[src/rtl/router_pkt_tx_pkg.sv]
`default_nettype none
// ============================================================================
// router_pkg : shared types and constants for the router packet transmitter
// Revision   : 1.0
// ============================================================================
package router_pkg;

    typedef enum logic [2:0] {
        TX_IDLE    = 3'd0,
        TX_FILL    = 3'd1,
        TX_HEADER  = 3'd2,
        TX_PAYLOAD = 3'd3,
        TX_PARITY  = 3'd4,
        TX_GAP     = 3'd5
    } tx_state_t;

    localparam int MAX_LEN = 63;

    localparam int c_hdr_addr_lsb = 0;
    localparam int c_hdr_addr_msb = 1;
    localparam int c_hdr_len_lsb  = 2;
    localparam int c_hdr_len_msb  = 7;

    localparam logic [1:0] c_dest_invalid = 2'b11;

    function automatic logic [7:0] make_header(input logic [5:0] len, input logic [1:0] dest);
        logic [7:0] hdr;
        hdr = '0;
        hdr[c_hdr_len_msb:c_hdr_len_lsb]   = len;
        hdr[c_hdr_addr_msb:c_hdr_addr_lsb] = dest;
        return hdr;
    endfunction

endpackage
`default_nettype wire

[src/rtl/router_pkt_tx_if.sv]
`default_nettype none
// ============================================================================
// router_pkt_tx_if : command, payload and router-side wire bundle of the
//                    packet transmitter (master = transmitter side)
// Revision         : 1.0
// ============================================================================
interface router_pkt_tx_if;
    import router_pkg::*;

    logic       cmd_valid;
    logic       cmd_ready;
    logic [1:0] cmd_dest;
    logic [5:0] cmd_len;
    logic       cmd_bad_parity;
    logic       cmd_err;
    logic       pl_valid;
    logic       pl_ready;
    logic [7:0] pl_data;
    logic [7:0] data_out;
    logic       pkt_valid;
    logic       busy;
    logic       done;

    modport master (
        input  cmd_valid, cmd_dest, cmd_len, cmd_bad_parity, pl_valid, pl_data, busy,
        output cmd_ready, cmd_err, pl_ready, data_out, pkt_valid, done
    );

    modport slave (
        output cmd_valid, cmd_dest, cmd_len, cmd_bad_parity, pl_valid, pl_data, busy,
        input  cmd_ready, cmd_err, pl_ready, data_out, pkt_valid, done
    );
endinterface
`default_nettype wire

[src/rtl/router_tx_buf.sv]
`default_nettype none
// ============================================================================
// router_tx_buf : simple dual-port payload RAM, one write port and one
//                 registered read port; storage is not reset
// Revision      : 1.0
// ============================================================================
module router_tx_buf
    import router_pkg::*;
#(
    parameter int DEPTH = 64,
    parameter int AW    = 6,
    parameter int DW    = 8
) (
    input  wire logic          clock,
    input  wire logic          wr_en,
    input  wire logic [AW-1:0] wr_addr,
    input  wire logic [DW-1:0] wr_data,
    input  wire logic [AW-1:0] rd_addr,
    output logic      [DW-1:0] rd_data
);

    logic [DW-1:0] r_mem [DEPTH];

    always_ff @(posedge clock) begin
        if (wr_en) begin
            r_mem[wr_addr] <= wr_data;
        end
        rd_data <= r_mem[rd_addr];
    end

endmodule
`default_nettype wire

[src/rtl/router_pkt_tx.sv]
`default_nettype none
// ============================================================================
// router_pkt_tx : buffers a full payload, then sends header / payload /
//                 parity to the router honouring busy, followed by a gap
// Revision      : 1.0
// ============================================================================
module router_pkt_tx #(
    parameter int MAX_LEN    = router_pkg::MAX_LEN,
    parameter int GAP_CYCLES = 2
) (
    input  wire logic       clock,
    input  wire logic       resetn,
    router_pkt_tx_if.master tx
);
    import router_pkg::*;

    localparam int         c_depth    = MAX_LEN + 1;
    localparam logic [3:0] c_gap_last = 4'(GAP_CYCLES - 1);

    tx_state_t  r_state;
    tx_state_t  w_state_nxt;
    logic       r_started;
    logic       r_bad_parity;
    logic       r_cmd_err;
    logic [5:0] r_len;
    logic [5:0] r_wcnt;
    logic [5:0] r_rcnt;
    logic [3:0] r_gcnt;
    logic [7:0] r_header;
    logic [7:0] r_parity;

    logic       w_cmd_ready;
    logic       w_cmd_hs;
    logic       w_cmd_reject;
    logic [7:0] w_cmd_header;
    logic       w_wr_en;
    logic       w_wr_last;
    logic       w_xfer;
    logic       w_rd_last;
    logic       w_gap_last;
    logic [5:0] w_rd_addr;
    logic [7:0] w_rd_data;
    logic [7:0] w_data_out;
    logic       w_pkt_valid;

    // cmd_ready is held low for the first cycle after reset release
    assign w_cmd_ready  = (r_state == TX_IDLE) && r_started;
    assign w_cmd_hs     = tx.cmd_valid && w_cmd_ready;
    assign w_cmd_reject = (tx.cmd_dest == c_dest_invalid) || (tx.cmd_len == 6'd0);
    assign w_cmd_header = make_header(tx.cmd_len, tx.cmd_dest);
    assign w_wr_en      = tx.pl_valid && (r_state == TX_FILL);
    assign w_wr_last    = (r_wcnt == r_len - 6'd1);
    assign w_xfer       = !tx.busy;
    assign w_rd_last    = (r_rcnt == r_len - 6'd1);
    assign w_gap_last   = (r_gcnt == c_gap_last);

    // Read address runs one ahead so the RAM output register already holds
    // buf[rcnt] whenever PAYLOAD shows byte rcnt.
    always_comb begin
        w_rd_addr = r_rcnt;
        if ((r_state == TX_PAYLOAD) && w_xfer) begin
            w_rd_addr = r_rcnt + 6'd1;
        end
    end

    router_tx_buf #(
        .DEPTH (c_depth),
        .AW    (6),
        .DW    (8)
    ) u_buf (
        .clock   (clock),
        .wr_en   (w_wr_en),
        .wr_addr (r_wcnt),
        .wr_data (tx.pl_data),
        .rd_addr (w_rd_addr),
        .rd_data (w_rd_data)
    );

    always_ff @(posedge clock or negedge resetn) begin
        if (!resetn) begin
            r_state <= TX_IDLE;
        end else begin
            r_state <= w_state_nxt;
        end
    end

    // Wire outputs are decoded only from flops (state, header, parity, RAM
    // output register), so busy never reaches data_out/pkt_valid.
    always_comb begin
        w_state_nxt = r_state;
        w_data_out  = 8'h00;
        w_pkt_valid = 1'b0;
        unique case (r_state)
            TX_IDLE: begin
                if (w_cmd_hs && !w_cmd_reject) begin
                    w_state_nxt = TX_FILL;
                end
            end
            TX_FILL: begin
                if (w_wr_en && w_wr_last) begin
                    w_state_nxt = TX_HEADER;
                end
            end
            TX_HEADER: begin
                w_data_out  = r_header;
                w_pkt_valid = 1'b1;
                if (w_xfer) begin
                    w_state_nxt = TX_PAYLOAD;
                end
            end
            TX_PAYLOAD: begin
                w_data_out  = w_rd_data;
                w_pkt_valid = 1'b1;
                if (w_xfer && w_rd_last) begin
                    w_state_nxt = TX_PARITY;
                end
            end
            TX_PARITY: begin
                w_data_out = r_parity ^ {8{r_bad_parity}};
                if (w_xfer) begin
                    w_state_nxt = TX_GAP;
                end
            end
            TX_GAP: begin
                if (w_gap_last) begin
                    w_state_nxt = TX_IDLE;
                end
            end
            default: begin
                w_state_nxt = TX_IDLE;
            end
        endcase
    end

    always_ff @(posedge clock or negedge resetn) begin
        if (!resetn) begin
            r_started    <= 1'b0;
            r_bad_parity <= 1'b0;
            r_cmd_err    <= 1'b0;
            r_len        <= '0;
            r_wcnt       <= '0;
            r_rcnt       <= '0;
            r_gcnt       <= '0;
            r_header     <= '0;
            r_parity     <= '0;
        end else begin
            r_started <= 1'b1;
            r_cmd_err <= w_cmd_hs && w_cmd_reject;
            case (r_state)
                TX_IDLE: begin
                    if (w_cmd_hs && !w_cmd_reject) begin
                        r_len        <= tx.cmd_len;
                        r_bad_parity <= tx.cmd_bad_parity;
                        r_header     <= w_cmd_header;
                        r_parity     <= w_cmd_header;
                        r_wcnt       <= '0;
                        r_rcnt       <= '0;
                    end
                end
                TX_FILL: begin
                    if (w_wr_en) begin
                        r_wcnt   <= r_wcnt + 6'd1;
                        r_parity <= r_parity ^ tx.pl_data;
                    end
                end
                TX_PAYLOAD: begin
                    if (w_xfer) begin
                        r_rcnt <= r_rcnt + 6'd1;
                    end
                end
                TX_PARITY: begin
                    if (w_xfer) begin
                        r_gcnt <= '0;
                    end
                end
                TX_GAP: begin
                    r_gcnt <= r_gcnt + 4'd1;
                end
                default: begin
                end
            endcase
        end
    end

    assign tx.cmd_ready = w_cmd_ready;
    assign tx.cmd_err   = r_cmd_err;
    assign tx.pl_ready  = (r_state == TX_FILL);
    assign tx.data_out  = w_data_out;
    assign tx.pkt_valid = w_pkt_valid;
    assign tx.done      = (r_state == TX_GAP) && w_gap_last;

endmodule
`default_nettype wire

[src/flat_wrapper.sv]
// flat-port wrapper written by rule: the top's interface ports become plain ports
module router_pkt_tx_flat import router_pkg::*;
#(
    parameter int MAX_LEN    = router_pkg::MAX_LEN,
    parameter int GAP_CYCLES = 2
)
  (clock, resetn, tx_cmd_valid, tx_cmd_dest, tx_cmd_len, tx_cmd_bad_parity, tx_pl_valid, tx_pl_data, tx_busy, tx_cmd_ready, tx_cmd_err, tx_pl_ready, tx_data_out, tx_pkt_valid, tx_done);
  router_pkt_tx_if tx_i ();
  input  wire logic clock;
  input  wire logic resetn;
  input wire logic [$bits(tx_i.cmd_valid)-1:0] tx_cmd_valid;
  input wire logic [$bits(tx_i.cmd_dest)-1:0] tx_cmd_dest;
  input wire logic [$bits(tx_i.cmd_len)-1:0] tx_cmd_len;
  input wire logic [$bits(tx_i.cmd_bad_parity)-1:0] tx_cmd_bad_parity;
  input wire logic [$bits(tx_i.pl_valid)-1:0] tx_pl_valid;
  input wire logic [$bits(tx_i.pl_data)-1:0] tx_pl_data;
  input wire logic [$bits(tx_i.busy)-1:0] tx_busy;
  output wire logic [$bits(tx_i.cmd_ready)-1:0] tx_cmd_ready;
  output wire logic [$bits(tx_i.cmd_err)-1:0] tx_cmd_err;
  output wire logic [$bits(tx_i.pl_ready)-1:0] tx_pl_ready;
  output wire logic [$bits(tx_i.data_out)-1:0] tx_data_out;
  output wire logic [$bits(tx_i.pkt_valid)-1:0] tx_pkt_valid;
  output wire logic [$bits(tx_i.done)-1:0] tx_done;
  assign tx_i.cmd_valid = tx_cmd_valid;
  assign tx_i.cmd_dest = tx_cmd_dest;
  assign tx_i.cmd_len = tx_cmd_len;
  assign tx_i.cmd_bad_parity = tx_cmd_bad_parity;
  assign tx_i.pl_valid = tx_pl_valid;
  assign tx_i.pl_data = tx_pl_data;
  assign tx_i.busy = tx_busy;
  assign tx_cmd_ready = tx_i.cmd_ready;
  assign tx_cmd_err = tx_i.cmd_err;
  assign tx_pl_ready = tx_i.pl_ready;
  assign tx_data_out = tx_i.data_out;
  assign tx_pkt_valid = tx_i.pkt_valid;
  assign tx_done = tx_i.done;
  router_pkt_tx #(.MAX_LEN(MAX_LEN), .GAP_CYCLES(GAP_CYCLES)) u_core (.clock(clock), .resetn(resetn), .tx(tx_i));
endmodule
[config.mk]
export PLATFORM = sky130hd
export DESIGN_NAME = router_pkt_tx_flat
export DESIGN_NICKNAME = d
export VERILOG_FILES = /design/src/rtl/router_pkt_tx_pkg.sv /design/src/rtl/router_pkt_tx_if.sv /design/src/rtl/router_tx_buf.sv /design/src/rtl/router_pkt_tx.sv /design/src/flat_wrapper.sv
export SDC_FILE = /design/constraint.sdc
export NUM_CORES = 1
export LEC_CHECK = 0
export ABC_CLOCK_PERIOD_IN_PS = 6700
export CORE_AREA = 4 4 249 251
export CTS_CLUSTER_SIZE = 20
export DETAILED_ROUTE_END_ITERATION = 12
export DIE_AREA = 0 0 253 255
export PLACE_DENSITY_LB_ADDON = 0.12
export SYNTH_ARGS = -nofsm -noshare
export SYNTH_HDL_FRONTEND = slang
export SYNTH_SLANG_ARGS = --single-unit
[constraint.sdc]
create_clock -name clock -period 6.7 [get_ports clock]
set_clock_uncertainty 0.1 [all_clocks]
set_input_delay 1.005 -clock clock [delete_from_list [all_inputs] [get_ports clock]]
set_output_delay 1.005 -clock clock [all_outputs]
set_load 0.03 [all_outputs]
==> results of run 1 <==
## kinds of logic after synthesis
logic type | after synthesis
AOI/OAI and AO/OA | 706
other | 1
xor gates and xnor gates | 35
muxes | 178
and+or+nand+nor | 417
adders and majority gates | 5
DFF | 558
buffers and inverters | 208
## sequential cells by signal, summed over array words and instances, names as in the netlist
register,count
u_core.r_len,5
u_core.r_bad_parity,1
u_core.u_buf.r_mem,512
u_core.r_parity,8
u_core.u_buf.rd_data,8
u_core.r_started,1
u_core.r_header,3
u_core.r_gcnt,4
u_core.r_wcnt,6
u_core.r_rcnt,6
u_core.tx.cmd_err,1
u_core.r_state,3
## final timing paths
| kind | start | end | slack, ns | cells past startpoint |
|---|---|---|---|---|
| worst max-delay path | tx_busy | u_core.u_buf.rd_data[1]$_DFF_P_ | 1.83 | 9 |
| worst min-delay path | u_core.r_header[0]$_DFFE_PN0P_ | u_core.r_header[0]$_DFFE_PN0P_ | 0.38 | 2 |
| worst max register to register | u_core.r_state[0]$_DFFE_PN0P_ | u_core.u_buf.rd_data[1]$_DFF_P_ | 1.91 | 8 |
| worst min register to register | u_core.r_header[0]$_DFFE_PN0P_ | u_core.r_header[0]$_DFFE_PN0P_ | 0.38 | 2 |
| max in group asynchronous | resetn | u_core.r_rcnt[0]$_DFFE_PN0P_ | 5.41 | 1 |
| min in group asynchronous | resetn | u_core.r_gcnt[2]$_DFFE_PN0P_ | 0.41 | 1 |
## critical path: stages
cell and delay [ns]:
clkdlybuf4s50_1 0.48, nand4bb_2 1.02, nand2_4 0.83, buf_12 0.34, o221ai_1 0.19, a211oi_1 0.52
o21ai_0 0.31, nand4_1 0.34, or4_1 0.17
## report_power, final
group | internal, uW | switching (uW)
Combinational | 1570 | 2710
Sequential | 3980 | 291
Clock | 1780 | 1360
## area by class of cell
type                       instances  area share, %
inverter                          10          0.136
antenna                            2         0.0171
sequential                       558           56.2
timing repair buffer              71           2.29
multi-input combinational       1342           31.8
clock buffer                      78           5.42
clock inverter                    31          0.789
tap                              782           3.33
## cells in the final DEF (no fill, tap or decap), drive strengths merged, types with 4 or more instances in the layout
| cell | instances |
|---|---|
| or4 | 8 |
| dfxtp | 8 |
| a22oi | 10 |
| nor2b | 7 |
| o221ai | 214 |
| nand4 | 39 |
| and3 | 9 |
| ha | 5 |
| edfxtp | 512 |
| o31ai | 11 |
| o22ai | 128 |
| nor3 | 8 |
| buf | 46 |
| nand3b | 4 |
| a31oi | 5 |
| mux2i | 7 |
| mux2 | 163 |
| mux4 | 8 |
| xor2 | 24 |
| xnor2 | 11 |
| o41ai | 4 |
| clkbuf | 78 |
| a21oi | 28 |
| dfrtp | 38 |
| a21boi | 15 |
| clkinv | 23 |
| nor2 | 232 |
| nand2 | 57 |
| a211oi | 83 |
| a41oi | 7 |
| nand2b | 14 |
| a22o | 6 |
| clkdlybuf4s50 | 25 |
| o21ai | 189 |
| inv | 12 |
| nand3 | 21 |
## per-stage QoR
stage / power [uW] / instances / hold WS [ns]
2_1_floorplan: 7230 / 2108 / 0.346
3_3_place_gp: 8500 / 2763 / 0.368
3_5_place_dp: 8590 / 2763 / 0.370
4_1_cts: 11700 / 2872 / 0.385
5_1_grt: 12300 / 2872 / 0.410
6_report: 11700 / 2874 / 0.383
## per-layer routing
metal | wire, um | up-vias | part of all wire [%] | global-route usage, %
li1 | - | 8395 | - | -
met1 | 32900 | 9584 | 42 | 32.9
met2 | 36000 | 764 | 46 | 37.3
met3 | 6000 | 160 | 7.7 | 4.24
met4 | 2890 | 4 | 3.7 | 9.30
met5 | 22 | - | 0.028 | 0
==> out/metrics.csv, run 1 <==
metric,value,unit
"Gates resized, CTS repair",0,
"Slew Viols, Final",0,
Worst slew margin,22.8,%
crit path kind,in2reg,
Worst EP arrival,5.33,ns
Die Y,255,um
asr flop ratio synth,6.81,%
I/O pin cnt,35,
Leak,0.00904,uW
Vias/cell,6.58,
FMAX,205,MHz
Antenna Nets Post-Route,0,
die width,253,um
post-synth top area cell,edfxtp_1,
register area share after synthesis,61.9,%
Iter 0 DRT Violations,1989,
number of global-route vias before repair,18400,
die area,0.0645,mm^2
Post-Synth Adder-Cell Area,0.235,%
postcts setup bufs,0,
cts bufs inserted,60,
Nets,2070,
Post-Synthesis Cells,2108,
Least-Margin Pin Slew,1.15,ns
global-route wire length before repair,116000,um
part of the cycle the worst path needs,72.7,%
synthesis warning total,0,
router iterations before antenna repair,6,
fin crit period,4.87,ns
Worst Setup End Kind,register,
worst hold path class,reg2reg,
gr ovfl total,0,
RSZ-0062 raised after global routing,no,
"EDFF count, synth",512,
Max VDD drop,236,uV
Synth Cell Area,0.0266,mm^2
Clock Pin Slew Worst Setup and Hold Paths,0.06,ns
syn_nets,2135,
Avg WL per Cell,27.1,um
max-cap viol count,0,
DR vias,18900,
status,"complete, no violations",
post-synthesis compound-gate area fraction,18.4,%
synthesized area per cell,12.6,um^2
largest net degree at the start of global routing,140,
Synth Area in XOR/XNOR,1.21,%
Yosys top cell area share,57.7,%
"Primary FF master, synth",edfxtp_1,
share of cells above drive strength 1,15.1,%
dpl hpwl,45300,um
synth cell count leaders,"edfxtp_1, nor2_1, o221ai_1",
GP Congestion,0.881,
fin area,0.0293,mm^2
area delta synth->final,10.1,%
storage element area,0.0165,mm^2
CP Data Required Time,7.16,ns
Routed Wire Length,77800,um
worst skew pair latency,0.63,ns
Final Hold Vio Count,0,
most frequent cell after synthesis,edfxtp_1,
final setup TNS,0,ns
CTS H-tree lvls,2,
dpl cell area,0.0275,mm^2
Fill cells,5237,
post-synthesis simple-gate area fraction,7.15,%
Yosys reg bits,558,
largest family of logic cells by synthesized area,compound AO/OA/AOI/OAI gates,
Clock Path Buffers,3,
endpoints failing setup,0,
mux cell area share after synthesis,7.83,%
CTS tree,yes,
PortBufs,34,
top post-synthesis cells by area,"edfxtp_1, o221ai_1, mux2_2, dfrtp_1, o21ai_0",
num rows,90,
multi-input logic area,0.00933,mm^2
Setup WS pre-CTS,1.29,ns
final core utilization,49.0,%
total track usage,23.6,%
CP Launch Type,primary input,
clock sinks,558,
DR DRC count,0,
Root Buffer,clkbuf_16,
Initial Utilization,44.5,%
Final WS setup,1.83,ns
initial antenna violation count,6,
hold-fix buffers at CTS,0,
"Max FO, Critical Path",61,
core box area,0.0599,mm^2
post-synthesis cell type count,59,
Power Dens Cells,398,mW/mm^2
Note: power is estimated with default switching activity, not from simulation.
==> inputs of run 2 (changes only) <==
--- a/config.mk
+++ b/config.mk
@@ -5,7 +5,7 @@
 export SDC_FILE = /design/constraint.sdc
 export NUM_CORES = 1
 export LEC_CHECK = 0
-export ABC_CLOCK_PERIOD_IN_PS = 6700
+export ABC_CLOCK_PERIOD_IN_PS = 4500
 export CORE_AREA = 4 4 249 251
 export CTS_CLUSTER_SIZE = 20
 export DETAILED_ROUTE_END_ITERATION = 12
==> constraint.sdc (replaced) <==
create_clock -name clock -period 4.5 [get_ports clock]
set_clock_uncertainty 0.1 [all_clocks]
set_input_delay 0.675 -clock clock [delete_from_list [all_inputs] [get_ports clock]]
set_output_delay 0.675 -clock clock [all_outputs]
set_load 0.03 [all_outputs]
==> run 2 against run 1 <==
Register-to-register slack worse by 1.4 ns. Cell count up 2.6%. Non-clock buffer count up 82. Sequential power up 48%. Flip-flop and latch count unchanged. Final area up 2.0%. Global-route usage up 0.55 points. Sequential share of layout area down 1.1 points. Combinational power up 54%. First-iteration DRC count down 1.2%. Setup slack worse by 1.3 ns. Critical endpoint is now u_core.u_buf.rd_data[4]$_DFF_P_. Largest cell class unchanged. Highest routed layer is now met4.
==> out/metrics.csv, run 2 (synthesis results as in run 1) <==
metric,value,unit
status,"complete, no violations",
global-route wire length before repair,119000,um
WHS,0.0734,ns
Post-Layout Cell Count,2949,
Least-Margin Pin Slew,1.08,ns
Avg WL per Cell,27.0,um
max-cap viol count,0,
router iterations before antenna repair,7,
num rows,90,
crit path kind,reg2reg,
cts bufs inserted,59,
Final Hold Vio Count,0,
biggest regs,"u_core.u_buf.r_mem: 512 flops, u_core.r_parity: 8 flops, u_core.u_buf.rd_data: 8 flops",
n_diodes,0,
"Slew Viols, Final",0,
Iter 0 DRT Violations,1965,
RSZ-0062 raised after global routing,no,
postcts setup bufs,0,
Worst Setup End Kind,register,
Inst Count DP,2845,
gr ovfl total,0,
largest net degree at the start of global routing,118,
clock sinks,558,
core box area,0.0599,mm^2
I/O pin cnt,35,
Die Y,255,um
DR vias,19300,
dpl hpwl,49400,um
final setup TNS,0,ns
r2r setup slk,0.52,ns
CP Data Required Time,4.90,ns
CP Launch Type,register,
Routed Wire Length,79800,um
number of global-route vias before repair,18500,
"leading cell type in the layout, fill and taps excluded",edfxtp_1,
die width,253,um
Vias/cell,6.54,
part of the cycle the worst path needs,88.5,%
Power Dens Cells,580,mW/mm^2
Root Buffer,clkbuf_16,
hold-fix buffers at CTS,0,
most frequent cells in the layout,"edfxtp_1, nor2_1, o221ai_1, o21ai_0, mux2_2",
initial antenna violation count,0,
endpoints failing setup,0,
max FFs per register,512,
share of cells above drive strength 1,18.0,%
Leak,0.00945,uW
Max VDD drop,359,uV
worst skew pair latency,0.63,ns
PortBufs,34,
Antenna Nets Post-Route,0,
FMAX,251,MHz
total track usage,24.2,%
CTS tree,yes,
DR DRC count,0,
area delta synth->final,12.3,%
Worst slew margin,27.9,%
"Max FO, Critical Path",81,
GP Congestion,0.912,
Clock Path Buffers,3,
worst hold path class,in2async,
Initial Utilization,44.5,%
Clock Pin Slew Worst Setup and Hold Paths,0.06,ns
die area,0.0645,mm^2
CTS H-tree lvls,2,
Worst EP arrival,4.38,ns
"Gates resized, CTS repair",0,
fin crit period,3.98,ns
largest reg by FF count,u_core.u_buf.r_mem,
Nets,2151,
run 2: worst max-delay path: stages (launching register included):
cell	delay, ns
dfrtp_4	0.62
ha_1	0.59
nand2b_4	0.39
buf_12	0.26
o221ai_1	0.24
a211oi_1	0.11
o21ai_0	0.49
nand4_1	0.37
or4_1	0.59
run 2: power breakdown:
part | total, uW | internal [uW] | switching, uW
logic | 6600 | 2450 | 4150
clock network | 4470 | 2480 | 1990
registers | 6310 | 5920 | 385
total | 17400 | 10800 | 6530
run 2: final timing paths:
| check | start | end | depth (start not counted) |
|---|---|---|---|
| max | u_core.r_rcnt[0]$_DFFE_PN0P_ | u_core.u_buf.rd_data[4]$_DFF_P_ | 8 |
| min | resetn | u_core.r_gcnt[1]$_DFFE_PN0P_ | 1 |
| max reg2reg | u_core.r_rcnt[0]$_DFFE_PN0P_ | u_core.u_buf.rd_data[4]$_DFF_P_ | 8 |
| min reg2reg | u_core.r_header[0]$_DFFE_PN0P_ | u_core.r_header[0]$_DFFE_PN0P_ | 2 |
| max in group asynchronous | resetn | u_core.r_rcnt[0]$_DFFE_PN0P_ | 1 |
| min in group clock | u_core.r_header[0]$_DFFE_PN0P_ | u_core.r_header[0]$_DFFE_PN0P_ | 2 |
run 2: cell type report:
cell class                 instances  area [um^2]
timing repair buffer             153         1360
inverter                          10         40.0
sequential                       558        16500
tap                              782          978
multi-input combinational       1342         9330
clock buffer                      81         1610
clock inverter                    23          120
fill                            5148        30000
run 2: through the flow:
step / utilization [%] / setup WS, ns / instance area (um^2) / total power (uW)
3_3_place_gp: 47.1 / 0.168 / 28200 / 12900
6_report: 50.0 / 0.519 / 29900 / 17400
4_1_cts: 50.0 / 0.575 / 29900 / 17400
3_5_place_dp: 47.1 / 0.198 / 28200 / 13000
5_1_grt: 50.0 / 0.448 / 29900 / 18200
2_1_floorplan: - / 1.32 / 26600 / 10800
run 2: layer usage:
layer | vias to the layer above | share of wire [%] | global-route usage [%] | wire [um]
met5 | - | 0 | 0 | 0
met4 | 0 | 2.7 | 7.28 | 2140
met3 | 134 | 6.7 | 3.49 | 5320
met2 | 735 | 48 | 39.6 | 37900
met1 | 9885 | 43 | 33.9 | 34400
li1 | 8540 | - | - | -
==> inputs of run 3 (changes only) <==
--- a/config.mk
+++ b/config.mk
@@ -6,6 +6,8 @@
 export NUM_CORES = 1
 export LEC_CHECK = 0
 export ABC_CLOCK_PERIOD_IN_PS = 4500
+export CELL_PAD_IN_SITES_DETAIL_PLACEMENT = 1
+export CELL_PAD_IN_SITES_GLOBAL_PLACEMENT = 1
 export CORE_AREA = 4 4 249 251
 export CTS_CLUSTER_SIZE = 20
 export DETAILED_ROUTE_END_ITERATION = 12
==> run 3 against run 2 <==
Fmax grew 0.26%. Clock power about the same. Sequential power hardly changed. Utilization up 0.15 points. Via count is 1.0% higher. Die area unchanged. Critical endpoint is now tx_data_out[3]. Largest cell class unchanged.
==> out/metrics.csv, run 3 (synthesis results as in run 1) <==
metric,value,unit
status,"complete, no violations",
cts bufs inserted,60,
postcts setup bufs,0,
endpoints failing setup,0,
RSZ-0062 raised after global routing,no,
Clock Path Buffers,3,
global-route wire length before repair,128000,um
DR DRC count,0,
fin crit period,3.97,ns
largest net degree at the start of global routing,142,
Iter 0 DRT Violations,1841,
PortBufs,34,
die area,0.0645,mm^2
num rows,90,
Worst EP arrival,3.20,ns
Root Buffer,clkbuf_16,
total track usage,26.1,%
worst skew pair latency,0.65,ns
Critical Path Start,u_core.r_state[1]$_DFFE_PN0P_,
CP peak stage delay,0.73,ns
DR vias,19500,
clock power share,25.4,%
share of cells above drive strength 1,18.8,%
number of global-route vias before repair,20100,
crit path kind,reg2out,
"Cell Chain, Critical Path",nor2b_1 > buf_4 > and2_1 > nand2_1 > o21ai_0 > clkdlybuf4s50_1,
Avg WL per Cell,28.8,um
Buf/Inv on CP,2,
dpl hpwl,52800,um
Comb pwr share,38.9,%
"leading cell type in the layout, fill and taps excluded",edfxtp_1,
area delta synth->final,12.7,%
sequential share of power,35.7,%
Worst slew margin,28.2,%
"Slew Viols, Final",0,
Net Switching,6860,uW
CTS H-tree lvls,2,
Int Pwr,10800,uW
part of the cycle the worst path needs,88.2,%
Leak,0.00953,uW
Die Y,255,um
CTS tree,yes,
Power Dens Cells,588,mW/mm^2
GP Congestion,0.858,
Initial Utilization,44.5,%
Final Hold Vio Count,0,
Vias/cell,6.56,
max FFs per register,512,
Routed Wire Length,85700,um
CP Launch Type,register,
initial antenna violation count,1,
Least-Margin Pin Slew,1.08,ns
biggest regs,"u_core.u_buf.r_mem: 512 flops, u_core.r_parity: 8 flops, u_core.u_buf.rd_data: 8 flops",
Antenna Nets Post-Route,0,
n_diodes,0,
hold-fix buffers at CTS,0,
"Gates resized, CTS repair",0,
FMAX,252,MHz
I/O pin cnt,35,
Worst Setup End Kind,output port,
gr ovfl total,0,
most frequent cells in the layout,"edfxtp_1, nor2_1, o221ai_1, o21ai_0, mux2_2",
Sw Share,38.8,%
worst hold path class,in2async,
Clock Pin Slew Worst Setup and Hold Paths,0.06,ns
critical path's top delay family,buffers and inverters,
final setup TNS,0,ns
core box area,0.0599,mm^2
router iterations before antenna repair,5,
max-cap viol count,0,
r2r startpoint,u_core.r_state[0]$_DFFE_PN0P_,
clock sinks,558,
"Max FO, Critical Path",10,
Max VDD drop,404,uV
Nets,2171,
CP Data Required Time,3.72,ns
largest reg by FF count,u_core.u_buf.r_mem,
slowest CP cell,clkdlybuf4s50_1,
die width,253,um
WHS,0.0966,ns
## run 3: layout make-up
class | instances | area, um^2
well taps | 782 | 978
clock inverters | 36 | 191
clock buffers | 73 | 1550
inverters | 10 | 40.0
flip-flops and latches | 558 | 16500
multi-input cells | 1342 | 9330
fillers | 6077 | 29900
repair buffers | 172 | 1440
## run 3: layer usage
metal | track usage (%) | wire length [um]
met5 | 0 | 0
met4 | 7.52 | 2470
met3 | 4.15 | 4900
met2 | 43.9 | 41700
met1 | 35.4 | 36600
## run 3: worst paths after layout
kind / endpoint / slack (ns) / cells after the start
min reg2reg: u_core.r_header[1]$_DFFE_PN0P_ / 0.39 / 2
min in group clock: u_core.r_parity[6]$_DFFE_PN0P_ / 0.34 / 4
max in group asynchronous: u_core.r_rcnt[0]$_DFFE_PN0P_ / 3.51 / 1
max: tx_data_out[3] / 0.53 / 6
min: u_core.r_parity[5]$_DFFE_PN0P_ / 0.1 / 1
max reg2reg: u_core.u_buf.rd_data[0]$_DFF_P_ / 0.69 / 9
## run 3: metrics by stage
step	worst slack (ns)	std cells	total power [uW]	area (um^2)	util (%)
finish	0.530	2973	17700	30000	50.1
global route	0.420	2973	18500	30000	50.1
detailed placement	0.110	2864	13200	28300	47.2
floorplan	1.32	2108	10800	26600	-
global placement	0.140	2864	13000	28300	47.2
CTS	0.530	2973	17700	30000	50.1
## run 3: power by group through the flow
stage	registers [uW]	clock network, uW	logic, uW
floorplan	6140	0	4630
global placement	6370	0	6660
detailed placement	6390	0	6820
CTS	6280	4580	6860
global route	6320	4800	7410
finish	6300	4490	6870
